<file path="config.mk">
export PLATFORM = sky130hd
export DESIGN_NAME = dcache_controller
export DESIGN_NICKNAME = d
export VERILOG_FILES = /design/src/rtl/dcache_pkg.sv /design/src/rtl/dcache_line_array.sv /design/src/rtl/dcache_controller.sv
export SDC_FILE = /design/constraint.sdc
export NUM_CORES = 2
export LEC_CHECK = 0
export ABC_AREA = 1
export CAP_MARGIN = 30
export CORE_MARGIN = 5
export CORE_UTILIZATION = 50
export CTS_BUF_LIST = sky130_fd_sc_hd__clkbuf_16
export DETAILED_ROUTE_END_ITERATION = 7
export PLACE_DENSITY_LB_ADDON = 0.25
export SLEW_MARGIN = 20
export SYNTH_ARGS = -nofsm -noshare
export SYNTH_HDL_FRONTEND = slang
export SYNTH_SLANG_ARGS = --single-unit
</file>
<file path="constraint.sdc">
create_clock -name clk -period 10.44 [get_ports clk]
set_input_delay 1.566 -clock clk [delete_from_list [all_inputs] [get_ports clk]]
set_output_delay 1.566 -clock clk [all_outputs]
set_load 0.05 [all_outputs]
</file>
<file path="src/rtl/dcache_pkg.sv">
// Shared geometry, FSM state type and access-size encodings for the direct-mapped data cache.
package dcache_pkg;

    localparam int NUM_LINES  = 16;
    localparam int LINE_BITS  = 128;
    localparam int LINE_BYTES = LINE_BITS / 8;
    localparam int ADDR_W     = 12;
    localparam int TAG_W      = 4;
    localparam int INDEX_W    = 4;
    localparam int OFFSET_W   = 4;

    typedef enum logic [1:0] {
        ST_IDLE      = 2'd0,
        ST_WRITEBACK = 2'd1,
        ST_REFILL    = 2'd2
    } state_t;

    localparam logic [1:0] SIZE_BYTE = 2'b00;
    localparam logic [1:0] SIZE_HALF = 2'b01;
    localparam logic [1:0] SIZE_WORD = 2'b10;

    // Bytes of a line touched by an access; size 2'b11 behaves as a word.
    function automatic logic [LINE_BYTES-1:0] byte_mask(input logic [1:0]          size,
                                                        input logic [OFFSET_W-1:0] offset);
        logic [LINE_BYTES-1:0] mask;
        case (size)
            SIZE_BYTE: mask = 16'h0001 << offset;
            SIZE_HALF: mask = 16'h0003 << {offset[3:1], 1'b0};
            default:   mask = 16'h000F << {offset[3:2], 2'b00};
        endcase
        return mask;
    endfunction

endpackage

</file>
<file path="src/rtl/dcache_line_array.sv">
// Tag/valid/dirty/data storage: combinational read of one line, byte-enable merge port
// for store hits and a full-line port for refills.
module dcache_line_array
    import dcache_pkg::*;
(
    input  logic                  clk,
    input  logic                  reset,
    input  logic [INDEX_W-1:0]    i_index,
    input  logic                  i_be_we,
    input  logic [LINE_BYTES-1:0] i_be_mask,
    input  logic [LINE_BITS-1:0]  i_be_data,
    input  logic                  i_fill_we,
    input  logic [TAG_W-1:0]      i_fill_tag,
    input  logic [LINE_BITS-1:0]  i_fill_data,
    input  logic                  i_clr_dirty,
    output logic                  o_valid,
    output logic                  o_dirty,
    output logic [TAG_W-1:0]      o_tag,
    output logic [LINE_BITS-1:0]  o_data
);

    logic [NUM_LINES-1:0] r_valid;
    logic [NUM_LINES-1:0] r_dirty;
    logic [TAG_W-1:0]     r_tag  [NUM_LINES];
    logic [LINE_BITS-1:0] r_data [NUM_LINES];

    assign o_valid = r_valid[i_index];
    assign o_dirty = r_dirty[i_index];
    assign o_tag   = r_tag[i_index];
    assign o_data  = r_data[i_index];

    // NOTE: non-blocking assignments so every flop samples pre-edge values regardless of block order.
    always_ff @(posedge clk) begin
        if (reset) begin
            r_valid <= '0;
            r_dirty <= '0;
        end else if (i_fill_we) begin
            r_valid[i_index] <= 1'b1;
            r_dirty[i_index] <= 1'b0;
        end else if (i_be_we) begin
            r_dirty[i_index] <= 1'b1;
        end else if (i_clr_dirty) begin
            r_dirty[i_index] <= 1'b0;
        end
    end

    // NOTE: tag and data are not reset; they are meaningless until valid is set by a refill.
    always_ff @(posedge clk) begin
        if (i_fill_we) begin
            r_tag[i_index]  <= i_fill_tag;
            r_data[i_index] <= i_fill_data;
        end else if (i_be_we) begin
            for (int b = 0; b < LINE_BYTES; b++) begin
                if (i_be_mask[b]) begin
                    r_data[i_index][b*8 +: 8] <= i_be_data[b*8 +: 8];
                end
            end
        end
    end

endmodule

</file>
<file path="src/rtl/dcache_controller.sv">
// Direct-mapped, write-back, write-allocate data cache controller (16 lines x 16 bytes).
// Defining DCACHE_STATS_EN adds the stat_hits/stat_misses counters and output ports.
module dcache_controller
    import dcache_pkg::*;
(
    input  logic                 clk,
    input  logic                 reset,
    input  logic                 dcache_read_req,
    input  logic                 dcache_write_req,
    input  logic [ADDR_W-1:0]    dcache_addr,
    input  logic [31:0]          dcache_write_data,
    input  logic [1:0]           mem_size,
    input  logic                 mem_unsigned,
    output logic [31:0]          dcache_read_data,
    output logic                 dcache_hit,
    output logic                 dcache_stall,
    output logic                 mem_req,
    output logic                 mem_we,
    output logic [ADDR_W-1:0]    mem_addr,
    output logic [LINE_BITS-1:0] mem_wdata,
    input  logic [LINE_BITS-1:0] mem_rdata,
    input  logic                 mem_ready
`ifdef DCACHE_STATS_EN
    ,
    output logic [15:0]          stat_hits,
    output logic [15:0]          stat_misses
`endif
);

    state_t                   r_state;
    logic                     r_mem_req;
    logic                     r_mem_we;
    logic [ADDR_W-1:0]        r_mem_addr;
    logic [ADDR_W-1:OFFSET_W] r_miss_line;

    logic                  w_idle;
    logic                  w_req;
    logic                  w_is_load;
    logic                  w_hit;
    logic [INDEX_W-1:0]    w_arr_index;
    logic                  w_line_valid;
    logic                  w_line_dirty;
    logic [TAG_W-1:0]      w_line_tag;
    logic [LINE_BITS-1:0]  w_line_data;
    logic                  w_be_we;
    logic [LINE_BYTES-1:0] w_be_mask;
    logic [LINE_BITS-1:0]  w_be_data;
    logic                  w_fill_we;
    logic                  w_clr_dirty;
    logic [31:0]           w_word;
    logic [15:0]           w_half;
    logic [7:0]            w_byte;
    logic [31:0]           w_load_ext;

    assign w_idle    = (r_state == ST_IDLE);
    assign w_req     = dcache_read_req | dcache_write_req;
    assign w_is_load = dcache_read_req & ~dcache_write_req;
    // Outside IDLE the array follows the latched miss so a wandering address cannot redirect the transfer.
    assign w_arr_index = w_idle ? dcache_addr[7:4] : r_miss_line[7:4];
    assign w_hit       = w_line_valid & (w_line_tag == dcache_addr[11:8]);

    assign w_be_we     = ~reset & w_idle & dcache_write_req & w_hit;
    assign w_be_mask   = byte_mask(mem_size, dcache_addr[3:0]);
    assign w_fill_we   = ~reset & (r_state == ST_REFILL) & mem_ready;
    assign w_clr_dirty = ~reset & (r_state == ST_WRITEBACK) & mem_ready;

    dcache_line_array u_line_array (
        .clk         (clk),
        .reset       (reset),
        .i_index     (w_arr_index),
        .i_be_we     (w_be_we),
        .i_be_mask   (w_be_mask),
        .i_be_data   (w_be_data),
        .i_fill_we   (w_fill_we),
        .i_fill_tag  (r_miss_line[11:8]),
        .i_fill_data (mem_rdata),
        .i_clr_dirty (w_clr_dirty),
        .o_valid     (w_line_valid),
        .o_dirty     (w_line_dirty),
        .o_tag       (w_line_tag),
        .o_data      (w_line_data)
    );

    assign w_word = w_line_data[{dcache_addr[3:2], 5'b0} +: 32];
    assign w_half = w_word[{dcache_addr[1], 4'b0} +: 16];
    assign w_byte = w_word[{dcache_addr[1:0], 3'b0} +: 8];

    always_comb begin
        // NOTE: defaults first so no path through this block can infer a latch.
        w_load_ext = w_word;
        w_be_data  = {4{dcache_write_data}};
        case (mem_size)
            SIZE_BYTE: begin
                w_load_ext = mem_unsigned ? {24'b0, w_byte} : {{24{w_byte[7]}}, w_byte};
                w_be_data  = {16{dcache_write_data[7:0]}};
            end
            SIZE_HALF: begin
                w_load_ext = mem_unsigned ? {16'b0, w_half} : {{16{w_half[15]}}, w_half};
                w_be_data  = {8{dcache_write_data[15:0]}};
            end
            default: ;
        endcase
    end

    assign dcache_read_data = (~reset & w_idle & w_is_load & w_hit) ? w_load_ext : 32'b0;
    assign dcache_hit       = ~reset & w_req & w_hit;
    assign dcache_stall     = ~reset & ((w_idle & w_req & ~w_hit) | ~w_idle);

    always_ff @(posedge clk) begin
        if (reset) begin
            r_state     <= ST_IDLE;
            r_mem_req   <= 1'b0;
            r_mem_we    <= 1'b0;
            r_mem_addr  <= '0;
            r_miss_line <= '0;
        end else begin
            case (r_state)
                ST_IDLE: begin
                    if (w_req && !w_hit) begin
                        r_miss_line <= dcache_addr[11:4];
                        r_mem_req   <= 1'b1;
                        if (w_line_valid && w_line_dirty) begin
                            r_state    <= ST_WRITEBACK;
                            r_mem_we   <= 1'b1;
                            r_mem_addr <= {w_line_tag, dcache_addr[7:4], 4'b0};
                        end else begin
                            r_state    <= ST_REFILL;
                            r_mem_we   <= 1'b0;
                            r_mem_addr <= {dcache_addr[11:4], 4'b0};
                        end
                    end
                end
                ST_WRITEBACK: begin
                    if (mem_ready) begin
                        r_state    <= ST_REFILL;
                        r_mem_we   <= 1'b0;
                        r_mem_addr <= {r_miss_line, 4'b0};
                    end
                end
                ST_REFILL: begin
                    if (mem_ready) begin
                        r_state   <= ST_IDLE;
                        r_mem_req <= 1'b0;
                        r_mem_we  <= 1'b0;
                    end
                end
                default: begin
                    r_state   <= ST_IDLE;
                    r_mem_req <= 1'b0;
                    r_mem_we  <= 1'b0;
                end
            endcase
        end
    end

    assign mem_req   = r_mem_req;
    assign mem_we    = r_mem_we;
    assign mem_addr  = r_mem_addr;
    assign mem_wdata = w_line_data;

`ifdef DCACHE_STATS_EN
    logic [15:0] r_stat_hits;
    logic [15:0] r_stat_misses;
    logic        r_after_miss;

    // The hit that completes a missed access is not counted as a hit.
    always_ff @(posedge clk) begin
        if (reset) begin
            r_stat_hits   <= '0;
            r_stat_misses <= '0;
            r_after_miss  <= 1'b0;
        end else if (w_idle && w_req) begin
            if (!w_hit) begin
                r_stat_misses <= r_stat_misses + 16'd1;
                r_after_miss  <= 1'b1;
            end else if (r_after_miss) begin
                r_after_miss <= 1'b0;
            end else begin
                r_stat_hits <= r_stat_hits + 16'd1;
            end
        end
    end

    assign stat_hits   = r_stat_hits;
    assign stat_misses = r_stat_misses;
`endif

endmodule

</file>
After elaboration in Yosys (flattened, before gate mapping):

Memories as Yosys holds them, arrays and structs flattened.
Index checks and enable logic that the tools add are counted.

* register bits after elaboration: 56
* bits in latches: 0
* RAM bits: 2112
* ROM bits: 0
* input bits: 180
* output and inout port bits: 176
* word-level logic and storage cells: 195
* memories: 2

Memories
* u_line_array.r_data: words 16, width 128, rd ports 1, clocked after memory_dff 0, write ports 1, RTL line dcache_line_array.sv:25 `logic [LINE_BITS-1:0] r_data [NUM_LINES];`
* u_line_array.r_tag: words 16, width 4, rd ports 1, clocked after memory_dff 0, write ports 1, RTL line dcache_line_array.sv:24 `logic [TAG_W-1:0] r_tag [NUM_LINES];`

* add/sub/neg operators: 0
* $mul: 0
* div/mod/pow operators: 0
* order comparisons: 2
* equality and inequality tests: 8
* shift-type cells: 6
* muxes and demuxes: 113
* bitwise logic cells: 43
* reduce and logical (&&, ||, !) cells: 14

Operators by type and width (number)
* case mux 128 bit (2 select lines): 1
* two-way mux 8 bit: 16
* variable part select 128 x 8 -> 32 bit: 1
* two-way mux 32 bit: 3
* two-way mux 1 bit: 73
* case mux 32 bit (2 select lines): 1
* two-way mux 16 bit: 3
* two-way mux 12 bit: 3
* OR 16 bit: 2
* case mux 16 bit (2 select lines): 1
* variable part select 32 x 6 -> 16 bit: 1
* variable part select 32 x 6 -> 8 bit: 1
* case mux 12 bit (2 select lines): 1
* OR 1 bit: 18
* bitwise AND 1 bit: 16
* bitwise AND 16 bit: 1
* NOT 16 bit: 1
* << shifter 1 x 4 -> 16 bit, first input constant: 1
* << shifter 2 x 4 -> 16 bit, first input constant: 1
* << shifter 4 x 4 -> 16 bit, first input constant: 1
* AND reduction 3 bit: 3
* binary-select mux 1 bit (select 4 bit): 2
* two-way mux 2 bit: 4
* case mux 2 bit (3 select lines): 1
* other kinds (19): 30

Depth between registers and ports, before layout:

* depth in word-level cells: 11
* gate-level depth with buffers: 25
* depth with buffers taken out: 22

Cells and area by module:

From an unflattened synthesis, not the netlist that was laid out.

* cells, all modules: 9840
* area total of the unflattened synthesis: 96781.6 um^2

By module, submodules not included
* dcache_line_array: times used 1, cells an instance 9214, area each 93473.4 um^2, seq. area each 64061.4 um^2
* dcache_controller: times used 1, cells an instance 626, area each 3308.2 um^2, seq. area each 400.4 um^2

Worst setup path before layout:

OpenSTA, ideal clock, no wires.

* path type: in2out
* start: input port dcache_addr[4]
* end: output port dcache_read_data[10]
* arrival time: 4839 ps
* required time: 8874 ps
* setup slack: 4035 ps
* stages on the path: 19
* path buffers: 4
* cells stage by stage: inv_1 > nand2_1 > nand2_2 > buf_4 > buf_4 > buf_4 > clkbuf_1 > nor2_1 > o21ai_0 > o211ai_1 > nand2_1 > nand2_1 > nor2_1 > nor2_1 > nor2_1 > nand3_1 > nand3_1 > nand2_1 > a21oi_1

* longest elaborated chain between the ends: 7
* elaborated cells between the ends (all ways): 15
* classes of those cells: eq/ne (1); shift (3); mux (7); bitwise (2); memory (2)

Ends and longest elaborated chain
* from (decl): RTL line dcache_controller.sv:10 `input logic [ADDR_W-1:0] dcache_addr,`
* two-way mux 4 bit: RTL line dcache_controller.sv:59 `assign w_arr_index = w_idle ? dcache_addr[7:4] : r_miss_line[7:4];`
* memory read (16 x 128 bit)
* named net mem_wdata[26]: RTL line dcache_controller.sv:20 `output logic [LINE_BITS-1:0] mem_wdata,`
* variable part select 128 x 8 -> 32 bit: RTL line dcache_controller.sv:84 `assign w_word = w_line_data[{dcache_addr[3:2], 5'b0} +: 32];`
* variable part select 32 x 6 -> 16 bit: RTL line dcache_controller.sv:85 `assign w_half = w_word[{dcache_addr[1], 4'b0} +: 16];`
* two-way mux 32 bit: RTL line dcache_controller.sv:98 `w_load_ext = mem_unsigned ? {16'b0, w_half} : {{16{w_half[15]}}, w_half};`
* case mux 32 bit (2 select lines): RTL line dcache_controller.sv:92 `case (mem_size)`
* two-way mux 32 bit: RTL line dcache_controller.sv:105 `assign dcache_read_data = (~reset & w_idle & w_is_load & w_hit) ? w_load_ext : 32'b0;`
* to (decl): RTL line dcache_controller.sv:14 `output logic [31:0] dcache_read_data,`

The timed path passes the listed nets, and every way through them passes these cells. The select of a mux whose other input is x is not followed.

Worst setup path in the final report:

* start: input port dcache_addr[4]
* end: output port dcache_read_data[3]

* longest elaborated chain between the ends: 7
* elaborated cells between the ends (all ways): 15
* classes of those cells: eq/ne (1); shift (3); mux (7); bitwise (2); memory (2)

Ends and longest elaborated chain (RTL line)
* two-way mux 4 bit (*): dcache_controller.sv:59
* memory read (16 x 128 bit)
* variable part select 128 x 8 -> 32 bit: dcache_controller.sv:84
* variable part select 32 x 6 -> 16 bit or variable part select 32 x 6 -> 8 bit (tied branches): dcache_controller.sv:85, dcache_controller.sv:86
* two-way mux 32 bit (on tied branches): dcache_controller.sv:98, dcache_controller.sv:94
* case mux 32 bit (2 select lines): dcache_controller.sv:92
* two-way mux 32 bit (*): dcache_controller.sv:105

Every way passes the cells marked *; elsewhere a longest branch is shown, timed or not. The select of a mux whose other input is x is not followed.

==> results.py <==
metrics = {
    "routing": {
        "antenna_left": 0,
        "drc_errors": 0,
        "drtIter0Drc": 8991,
        "avgRoutedWirePerCell_um": 27.8,
        "drt-pass1-iter-count": 6,
        "vias_per_cell": 5.96,
        "num_vias": 62574,
        "wl_um": 291000,
    },
    "setup_path": {
        "end_kind": "output port",
        "arrival_ns": 7.38,
        "critical_path.max_fanout": 89,
        "timing.rr.end": "u_line_array.r_data[3][74]$_DFFE_PP_",
        "start_kind": "input port",
        "cp.required_ns": 8.87,
        "critPathKind": "in -> out",
        "reg2reg_slack_ns": 4.03,
        "rr_startpoint": "r_state[0]$_SDFFE_PP0P_",
        "r2r_cells": 20,
    },
    "logic_synthesis": {
        "ys_ff_latch": 2164,
        "ys_seq_area_share_pct": 73.2,
        "syn_area_um2": 88100,
        "ys_warn_count": 0,
        "synthCells": 7488,
        "syn_area_per_cell_um2": 11.8,
        "synth_cell_types": 38,
        "async_reset_ff_share_pct": 0,
        "synthFlopType": "edfxtp_1",
        "synth_edf_count": 2112,
    },
    "cts": {
        "clockBufferDepth": 3,
        "cts_tree": "built",
        "postCtsSetupBuffers": 0,
        "ctsResizeCount": 0,
        "cts_sinks": 2164,
        "postCtsHoldBufs": 0,
        "clk_latency_ns": 0.85,
        "numCtsBuffers": 209,
        "cts_max_level": 4,
        "path_clk_slew_ns": 0.06,
        "cts-root-buf": "clkbuf_16",
    },
    "min_path": {
        "whs_path_depth": 2,
        "hold_path_class": "reg -> reg",
    },
    "pwr": {
        "combPwrFrac_pct": 40.9,
        "leakagePower_nw": 36.8,
        "p_clk_share_pct": 25.4,
        "p_switching_mw": 12.2,
        "irDropWorstVdd_mv": 0.312,
        "p_int_mw": 16.9,
        "p_sw_share_pct": 42.0,
        "seqPwrFrac_pct": 33.6,
        "power_density_nw_per_um2": 284,
    },
    "floorplanning": {
        "dieArea_um2": 185000,
        "die_y_um": 430,
        "core_area_um2": 176000,
        "fp.dieW_um": 430,
        "ios": 356,
        "placementRows": 154,
        "initial_core_util_pct": 50.1,
    },
    "final_layout": {
        "drive_gt1_share_pct": 10.3,
        "syn_to_final_growth_pct": 16.5,
        "finalNonFillerCells": 10495,
        "fillCellCount": 14001,
        "final_nets": 8141,
    },
    "grt": {
        "grt_pass1_wl_um": 412000,
        "grt_pass1_vias": 59194,
        "grt_usage_pct": 30.5,
        "grt_max_degree": 95,
        "grt-ovfl-total": 0,
        "grt_antenna_before_repair": 19,
    },
    "timing": {
        "skew_ns": 0.0291,
        "fin_tns_setup_ns": 0,
        "rsz0062_at_grt": "false",
        "tightest_slew_ns": 1.09,
        "period_minus_slack_ns": 8.94,
        "hold_violations": 0,
        "fin_crit_sh_pct": 85.7,
        "slew_violations": 0,
        "setup_violations": 0,
        "max_freq_ghz": 0.112,
        "relSlewSlack_pct": 27.1,
    },
    "placement": {
        "dp_cells": 10016,
        "hpwl_um": 191000,
        "globalplace.congestion": 0.898,
        "io_buffers": 351,
    },
    "flow_run": {
        "drv_cap": 0,
    },
    "run_status": {
        "status": "finished clean",
    },
}
==> synthesized netlist by cell type (10+ instances only) <==
library cell  number  area [µm²]
nor2_1          1300        4880
nand3_1          118         591
or2_2            113         707
o21a_1            15         113
nand2_1         1509        5660
inv_1            306        1150
o21ai_0          549        2750
buf_4             12        90.1
o21ai_1           53         265
o22ai_1          540        3380
nand3_2           10         100
a21oi_1          233        1170
edfxtp_1        2112       63400
buf_2            140         701
nand4_1           27         169
clkbuf_1         244         916
dfxtp_1           52        1040
inv_2             16        60.1
o211ai_1          42         315
clkinv_1          16        60.1
buf_1             31         116
==> cell families (layout without fill, tap and decap cells) <==
group | after synthesis | after routing | share of synthesized area [%]
compound gates | 1448 | 1448 | 9.22
flops | 2164 | 2164 | 73.2
fa+ha+maj | 3 | 3 | 0.0426
other cells | 1 | 19 | 0.00426
buf+inv | 766 | 1415 | 3.52
simple gates | 3106 | 3106 | 14.0
==> layout make-up <==
type / instances / area (µm²) / share of cell area, %
well taps: 2340 / 2930 / 2.85
inverters: 338 / 1290 / 1.26
clock inverters: 178 / 1310 / 1.28
clock buffers: 215 / 5380 / 5.24
repair buffers: 684 / 6430 / 6.27
diodes: 15 / 37.5 / 0.0366
flip-flops and latches: 2164 / 64500 / 62.8
multi-input cells: 4561 / 20700 / 20.2
==> critical path, cell delays in order <==
cell,delay [ns]
clkdlybuf4s50_1,0.50
inv_1,0.11
nand2_1,0.16
nand2_8,0.49
nor2_2,0.31
inv_8,0.59
buf_4,0.46
o22ai_1,0.12
o21ai_0,0.37
nand2_1,0.17
o21ai_0,0.79
o21ai_0,0.20
nor2_1,0.20
nor2_1,0.06
nor2_1,0.12
nand2_1,0.10
nor2_1,0.14
clkdlybuf4s50_1,0.82
==> power groups by stage <==
stage / clock network (mW) / registers, mW / logic [mW]
floorplan: 0 / 10.0 / 6.78
global placement: 0 / 9.98 / 11.6
detailed placement: 0 / 9.98 / 11.7
CTS: 7.43 / 9.80 / 11.8
global route: 7.78 / 9.80 / 12.5
finish: 7.41 / 9.79 / 11.9
==> state kept, by name, summed over array words and instances (netlist names), named ones only <==
name,flops
u_line_array.r_tag,64
r_miss_line,8
mem_addr,8
u_line_array.r_valid,16
r_state,2
mem_req,1
mem_we,1
u_line_array.r_data,2048
==> layout by cell type (no fill, tap or decap), drive strengths merged, types with 3 or more instances in the layout <==
master | Yosys | final
edfxtp | 2112 | 2112
nand2 | 1513 | 1513
nor2 | 1312 | 1312
o21ai | 604 | 604
o22ai | 540 | 540
inv | 322 | 392
clkdlybuf4s50 | 0 | 350
buf | 184 | 313
clkbuf | 244 | 236
a21oi | 233 | 233
nand3 | 128 | 128
or2 | 113 | 113
clkinv | 16 | 103
dfxtp | 52 | 52
o211ai | 42 | 42
nand4 | 28 | 28
bufinv | 0 | 17
diode | 0 | 15
o21a | 15 | 15
nand3b | 8 | 8
a221oi | 8 | 8
a211oi | 4 | 4
conb | 1 | 4
clkinvlp | 0 | 4
ha | 3 | 3
nor3 | 3 | 3
==> layer usage <==
metal / part of all wire [%] / global-route usage (%) / up-vias
met3: 11 / 6.44 / 748
met2: 46 / 48.2 / 3831
li1: - / - / 27393
met4: 7.1 / 18.4 / 8
met1: 36 / 39.0 / 30594
met5: 0.018 / 0 / -
==> stage by stage <==
step	setup slack, ns	cell area, µm²	power, mW	hold WS, ns	utilization [%]
floorplan	4.03	88100	16.8	0.433	-
global placement	1.38	94400	21.6	0.446	53.7
detailed placement	1.60	95300	21.7	0.453	54.2
CTS	1.58	102000	29.0	0.462	58.0
global route	1.33	103000	30.1	0.474	58.4
finish	1.50	103000	29.1	0.464	58.4
==> how the worst max path moves through the flow <==
stage                                 start              endpoint
finish                       dcache_addr[4]   dcache_read_data[3]
global route        r_state[0]$_SDFFE_PP0P_   dcache_read_data[3]
CTS                          dcache_addr[4]   dcache_read_data[4]
detailed placement           dcache_addr[4]   dcache_read_data[4]
global placement             dcache_addr[4]   dcache_read_data[4]
floorplan                    dcache_addr[4]  dcache_read_data[10]
No activity file was read; power rests on OpenSTA's default activity.
